==> src/rtl/sd_access_arb.sv <==
// SD card access arbiter: queues one write and one read request and hands them
// to the SD controller in round-robin order. Optional macro: ARB_START_TIMEOUT_EN.
module sd_access_arb #(
    parameter int START_TO = 16,
    parameter int ADDR_W   = 32
) (
    input  logic              sys_clk,
    input  logic              sys_rst,
    input  logic              sd_init_done,
    input  logic              wr_req,
    input  logic              rd_req,
    input  logic [ADDR_W-1:0] wr_req_addr,
    input  logic [ADDR_W-1:0] rd_req_addr,
    input  logic              sd_wr_busy,
    input  logic              sd_rd_busy,
    output logic              sd_wr_en,
    output logic              sd_rd_en,
    output logic [ADDR_W-1:0] sd_wr_addr,
    output logic [ADDR_W-1:0] sd_rd_addr,
    output logic              wr_pend,
    output logic              rd_pend,
    output logic              wr_done,
    output logic              rd_done,
    output logic              arb_busy,
    output logic              arb_err
);

    typedef enum logic [2:0] {
        IDLE  = 3'd0,
        WR_HI = 3'd1,
        WR_LO = 3'd2,
        RD_HI = 3'd3,
        RD_LO = 3'd4
    } state_t;

    // The start timeout counter needs at least one cycle of budget.
    if (START_TO < 1) begin : g_bad_start_to
        $error("START_TO must be at least 1");
    end

    state_t state_q, state_d;

    logic              wr_pend_q, wr_pend_d;
    logic              rd_pend_q, rd_pend_d;
    logic [ADDR_W-1:0] wr_cap_q, wr_cap_d;
    logic [ADDR_W-1:0] rd_cap_q, rd_cap_d;
    logic [ADDR_W-1:0] sd_wr_addr_q, sd_wr_addr_d;
    logic [ADDR_W-1:0] sd_rd_addr_q, sd_rd_addr_d;
    logic              sd_wr_en_q, sd_wr_en_d;
    logic              sd_rd_en_q, sd_rd_en_d;
    logic              wr_done_q, wr_done_d;
    logic              rd_done_q, rd_done_d;
    logic              arb_busy_q, arb_busy_d;
    logic              last_rd_q, last_rd_d;
    logic              wr_busy_q;
    logic              rd_busy_q;

    logic              wr_svc;
    logic              rd_svc;
    logic              wr_acc;
    logic              rd_acc;
    logic              can_gnt;
    logic              gnt_wr;
    logic              gnt_rd;

`ifdef ARB_START_TIMEOUT_EN
    localparam int CNT_W = $clog2(START_TO + 1);
    localparam logic [CNT_W-1:0] TO_LAST = CNT_W'(START_TO - 1);

    logic [CNT_W-1:0] to_cnt_q, to_cnt_d;
    logic             arb_err_q, arb_err_d;
`endif

    // Request acceptance and grant decision.
    always_comb begin
        wr_svc  = (state_q == WR_HI) || (state_q == WR_LO);
        rd_svc  = (state_q == RD_HI) || (state_q == RD_LO);
        wr_acc  = wr_req && !wr_pend_q && !wr_svc;
        rd_acc  = rd_req && !rd_pend_q && !rd_svc;
        can_gnt = (state_q == IDLE) && sd_init_done;
        gnt_wr  = can_gnt && wr_pend_q && (!rd_pend_q || last_rd_q);
        gnt_rd  = can_gnt && rd_pend_q && (!wr_pend_q || !last_rd_q);
    end

    // Next-state and next-output computation for the arbiter FSM.
    always_comb begin
        state_d      = state_q;
        wr_pend_d    = wr_pend_q | wr_acc;
        rd_pend_d    = rd_pend_q | rd_acc;
        wr_cap_d     = wr_acc ? wr_req_addr : wr_cap_q;
        rd_cap_d     = rd_acc ? rd_req_addr : rd_cap_q;
        sd_wr_addr_d = sd_wr_addr_q;
        sd_rd_addr_d = sd_rd_addr_q;
        sd_wr_en_d   = 1'b0;
        sd_rd_en_d   = 1'b0;
        wr_done_d    = 1'b0;
        rd_done_d    = 1'b0;
        last_rd_d    = last_rd_q;
`ifdef ARB_START_TIMEOUT_EN
        to_cnt_d     = to_cnt_q;
        arb_err_d    = 1'b0;
`endif
        unique case (state_q)
            IDLE: begin
                if (gnt_wr) begin
                    sd_wr_en_d   = 1'b1;
                    sd_wr_addr_d = wr_cap_q;
                    wr_pend_d    = 1'b0;
                    last_rd_d    = 1'b0;
                    state_d      = WR_HI;
`ifdef ARB_START_TIMEOUT_EN
                    to_cnt_d     = '0;
`endif
                end else if (gnt_rd) begin
                    sd_rd_en_d   = 1'b1;
                    sd_rd_addr_d = rd_cap_q;
                    rd_pend_d    = 1'b0;
                    last_rd_d    = 1'b1;
                    state_d      = RD_HI;
`ifdef ARB_START_TIMEOUT_EN
                    to_cnt_d     = '0;
`endif
                end
            end
            WR_HI: begin
                if (sd_wr_busy) begin
                    state_d = WR_LO;
`ifdef ARB_START_TIMEOUT_EN
                end else if (to_cnt_q == TO_LAST) begin
                    arb_err_d = 1'b1;
                    state_d   = IDLE;
                end else begin
                    to_cnt_d = to_cnt_q + CNT_W'(1);
`endif
                end
            end
            WR_LO: begin
                if (!sd_wr_busy && wr_busy_q) begin
                    wr_done_d = 1'b1;
                    state_d   = IDLE;
                end
            end
            RD_HI: begin
                if (sd_rd_busy) begin
                    state_d = RD_LO;
`ifdef ARB_START_TIMEOUT_EN
                end else if (to_cnt_q == TO_LAST) begin
                    arb_err_d = 1'b1;
                    state_d   = IDLE;
                end else begin
                    to_cnt_d = to_cnt_q + CNT_W'(1);
`endif
                end
            end
            RD_LO: begin
                if (!sd_rd_busy && rd_busy_q) begin
                    rd_done_d = 1'b1;
                    state_d   = IDLE;
                end
            end
            default: begin
                state_d = IDLE;
            end
        endcase
        arb_busy_d = (state_d != IDLE);
    end

    // Arbiter FSM state and registered outputs.
    always_ff @(posedge sys_clk or posedge sys_rst) begin
        if (sys_rst) begin
            state_q      <= IDLE;
            wr_pend_q    <= 1'b0;
            rd_pend_q    <= 1'b0;
            wr_cap_q     <= '0;
            rd_cap_q     <= '0;
            sd_wr_addr_q <= '0;
            sd_rd_addr_q <= '0;
            sd_wr_en_q   <= 1'b0;
            sd_rd_en_q   <= 1'b0;
            wr_done_q    <= 1'b0;
            rd_done_q    <= 1'b0;
            arb_busy_q   <= 1'b0;
            last_rd_q    <= 1'b1;
        end else begin
            state_q      <= state_d;
            wr_pend_q    <= wr_pend_d;
            rd_pend_q    <= rd_pend_d;
            wr_cap_q     <= wr_cap_d;
            rd_cap_q     <= rd_cap_d;
            sd_wr_addr_q <= sd_wr_addr_d;
            sd_rd_addr_q <= sd_rd_addr_d;
            sd_wr_en_q   <= sd_wr_en_d;
            sd_rd_en_q   <= sd_rd_en_d;
            wr_done_q    <= wr_done_d;
            rd_done_q    <= rd_done_d;
            arb_busy_q   <= arb_busy_d;
            last_rd_q    <= last_rd_d;
        end
    end

    // One-cycle copies of the busy lines for falling-edge detection.
    always_ff @(posedge sys_clk or posedge sys_rst) begin
        if (sys_rst) begin
            wr_busy_q <= 1'b0;
            rd_busy_q <= 1'b0;
        end else begin
            wr_busy_q <= sd_wr_busy;
            rd_busy_q <= sd_rd_busy;
        end
    end

`ifdef ARB_START_TIMEOUT_EN
    // Start timeout counter and error pulse.
    always_ff @(posedge sys_clk or posedge sys_rst) begin
        if (sys_rst) begin
            to_cnt_q  <= '0;
            arb_err_q <= 1'b0;
        end else begin
            to_cnt_q  <= to_cnt_d;
            arb_err_q <= arb_err_d;
        end
    end

    assign arb_err = arb_err_q;
`else
    assign arb_err = 1'b0;
`endif

    assign sd_wr_en   = sd_wr_en_q;
    assign sd_rd_en   = sd_rd_en_q;
    assign sd_wr_addr = sd_wr_addr_q;
    assign sd_rd_addr = sd_rd_addr_q;
    assign wr_pend    = wr_pend_q;
    assign rd_pend    = rd_pend_q;
    assign wr_done    = wr_done_q;
    assign rd_done    = rd_done_q;
    assign arb_busy   = arb_busy_q;

endmodule

==> config.mk <==
export PLATFORM = sky130hd
export DESIGN_NAME = sd_access_arb
export DESIGN_NICKNAME = d
export VERILOG_FILES = /design/src/rtl/sd_access_arb.sv
export SDC_FILE = /design/constraint.sdc
export NUM_CORES = 1
export LEC_CHECK = 0
export BUFFER_PORTS_ARGS = -buffer_cell sky130_fd_sc_hd__buf_2
export CAP_MARGIN = 25
export CORE_ASPECT_RATIO = 1.1
export CORE_MARGIN = 2
export CORE_UTILIZATION = 45
export DETAILED_ROUTE_END_ITERATION = 10
export PLACE_DENSITY = 0.79
export SLEW_MARGIN = 20
export SYNTH_ARGS = -nofsm -noshare
export SYNTH_HDL_FRONTEND = slang
export SYNTH_SLANG_ARGS = --single-unit
==> constraint.sdc <==
create_clock -name sys_clk -period 15 [get_ports sys_clk]
set_clock_uncertainty 0.2 [all_clocks]
set_input_delay 3 -clock sys_clk [delete_from_list [all_inputs] [get_ports sys_clk]]
set_output_delay 3 -clock sys_clk [all_outputs]
set_load 0.05 [all_outputs]
==> flow_summary.json <==
{
  "post-route-util_pct": 58.5,
  "row_count": 42,
  "relSlewSlack_pct": 50.9,
  "antenna_found_initial": 0,
  "pre_cts_ws_ns": 10.02,
  "slowest_delay_ns": 0.62,
  "layout_commonest_cell": "buf_2",
  "hpwlAfterDp_mm": 7.03,
  "pin_count": 143,
  "cpMaxStageDelayCell": "nand3_4",
  "synthesis.nets": 393,
  "routed_wl_mm": 10.7,
  "path_cells": "buf_2 > nor4b_4 > nand3_4 > mux2_4",
  "syn-cell-area_um2": 5610,
  "layout_setup_ws_ns": 10.44,
  "clock_sinks": 141,
  "start_util_pct": 46.4,
  "grt-ovfl-total": 0,
  "hold_viol": 0,
  "setup_viol_count_final": 0,
  "grt_setup_unrepaired": "no",
  "ant_nets": 0,
  "final.setup.tns_ns": 0,
  "vias_per_cell": 4.96,
  "r2r_cells": 4,
  "core_area_um2": 12100,
  "cts_hold_buf": 0,
  "netlist-cell-type-count": 31,
  "first_pass_iters": 4,
  "drt_iter0_drc": 96,
  "ys_warn_count": 0,
  "worstSkewPairLatency_ns": 0.41,
  "grt_use_total_pct": 16.9,
  "grt_max_degree": 77,
  "cellPowerDensity_nw_per_um2": 278,
  "final-max-slew-violation-count": 0,
  "critPathRequiredTime_ns": 15.08,
  "postCtsResizedCells": 0,
  "drt-wirelength-per-cell_um": 16.7,
  "final_cell_mix": "buf_2 (141), dfrtp_1 (140), mux2_2 (68)",
  "die_y_um": 121,
  "critical_path_arrival_ns": 4.64,
  "hold_path.startpoint": "rd_cap_q[6]$_DFFE_PP0P_",
  "area_delta_synth_final_pct": 26.0,
  "path_clk_slew_ns": 0.06,
  "synth_top_area_share_pct": 62.4,
  "critPathLaunchType": "input pin",
  "hold_path_end": "rd_cap_q[6]$_DFFE_PP0P_",
  "irDropWorstVdd_mv": 0.121,
  "tightest_slew_ns": 0.733,
  "n_fill_cell": 965,
  "portBuffers": 141,
  "outcome": "completed",
  "whs_path_depth": 1,
  "ctsRootBufferMaster": "clkbuf_16",
  "clk_path_buf_depth": 2,
  "post_cts_buffers": 0,
  "layout.cells.non_filler": 637,
  "r2r_start": "state_q[2]$_DFF_PP0_",
  "cap_violations": 0,
  "synth_area_leaders": "dfrtp_1 (62%), mux2_4 (15%), mux2_2 (14%)",
  "r2r-end": "rd_cap_q[25]$_DFFE_PP0P_",
  "end_kind": "flop",
  "gp_congestion": 0.793,
  "max_freq_ghz": 0.219,
  "grt_pass1_vias": 3387,
  "fin_nets": 541,
  "antenna_cells": 0,
  "ys_seq_area_share_pct": 62.9,
  "numCtsBuffers": 17,
  "drc_errors": 0,
  "synthCells": 322,
  "worstSetupPathType": "in2reg",
  "hold_class": "reg2reg",
  "cts_htree_levels": 4,
  "die_w_um": 110,
  "drive_above_1_share_pct": 63.6,
  "die_area_um2": 13400,
  "r2r_setup_slack_ns": 12.32,
  "dp.cells": 603,
  "synth.avg_cell_area_um2": 17.4,
  "leakagePower_uw": 0.00355,
  "ys_seq_elements": 141,
  "finalCriticalPeriod_ns": 4.56,
  "cts_tree": "built",
  "grt_pass1_wl_mm": 17.5,
  "finalCritPeriodShare_pct": 30.4,
  "crit_fanout": 34,
  "vias": 3158,
  "yosysTopAreaCell": "dfrtp_1"
}
[report_power, final]
| part | internal, µW | switching (µW) | leakage, µW |
|---|---|---|---|
| Combinational | 341 | 510 | 0.00156 |
| Clock | 272 | 160 | 0.000293 |
| Sequential | 572 | 111 | 0.00169 |
| Total | 1180 | 782 | 0.00355 |
[state kept, by name, summed over array words and instances (netlist names)]
register / count
wr_cap_q: 32
last_rd_q: 1
sd_rd_addr: 32
state_q: 3
wr_pend: 1
rd_cap_q: 32
sd_wr_addr: 32
rd_done: 1
sd_rd_en: 1
sd_wr_en: 1
rd_pend: 1
wr_busy_q: 1
arb_busy: 1
wr_done: 1
rd_busy_q: 1
[worst max-delay path by stage]
stage	start	end	slack, ns	cells past startpoint
final	sd_init_done	sd_wr_addr[9]$_DFFE_PP0P_	10.44	4
after global routing	sd_init_done	sd_wr_addr[9]$_DFFE_PP0P_	10.39	4
after CTS	sd_init_done	sd_wr_addr[9]$_DFFE_PP0P_	10.46	4
after detailed placement	sd_init_done	sd_rd_addr[1]$_DFFE_PP0P_	10.02	4
after global placement	sd_init_done	sd_rd_addr[0]$_DFFE_PP0P_	10.07	4
after floorplan	sys_rst	arb_busy$_DFF_PP0_	8.02	1
[cells in the mapped netlist]
cell type	count
dfrtp_1	140
mux2_2	68
mux2_4	55
buf_6	9
inv_1	8
mux2_1	5
nand2b_1	4
buf_2	3
buf_4	3
and3b_1	2
nand2_1	2
nand3_4	2
nor2b_1	2
nor4b_4	2
a21boi_0	1
a21oi_1	1
a22oi_1	1
a2bb2oi_1	1
a31oi_1	1
a32oi_1	1
clkbuf_2	1
conb_1	1
dfstp_2	1
nor3b_1	1
nor4b_1	1
o211ai_1	1
o211ai_2	1
o21a_1	1
o221ai_1	1
or2_2	1
xnor2_1	1
[critical path, delay by kind of cell]
family | cells | cell delay [ns]
simple gates | 2 | 1.01
buf+inv | 1 | 0.09
mux | 1 | 0.52
[per-layer routing]
metal,track usage (%),vias up,part of all wire (%)
met5,0,-,0
met4,7.66,0,2.6
met3,5.49,20,4.3
met2,28.1,82,52
met1,20.1,1630,41
li1,-,1426,-
[stage by stage]
step / total power [µW] / hold slack [ns] / instance area, µm²
after global routing: 2070 / 0.307 / 7070
after CTS: 1980 / 0.285 / 7010
after floorplan: 1360 / 0.254 / 5610
after global placement: 1510 / 0.266 / 6390
final: 1970 / 0.284 / 7070
after detailed placement: 1540 / 0.271 / 6390
[layout make-up]
class                           instances  area [µm²]  share of cell area (%)
Sequential cell                       141        3530                    49.9
Multi-Input combinational cell        157        1920                    27.1
Timing Repair Buffer                  145         776                    11.0
Clock buffer                           20         457                    6.46
Tap cell                              154         193                    2.73
Clock inverter                         12         161                    2.28
Inverter                                8        35.0                   0.496
[logic make-up (layout without fill, tap and decap cells)]
family,after synthesis,in the layout,synth area share (%)
buf+inv,24,185,3.10
xor+xnor,1,1,0.156
mux,128,128,29.4
other cells,1,1,0.0668
compound gates,10,10,1.43
simple gates,17,17,2.99
flops,141,141,62.9
No activity file was read; power rests on OpenSTA's default activity.
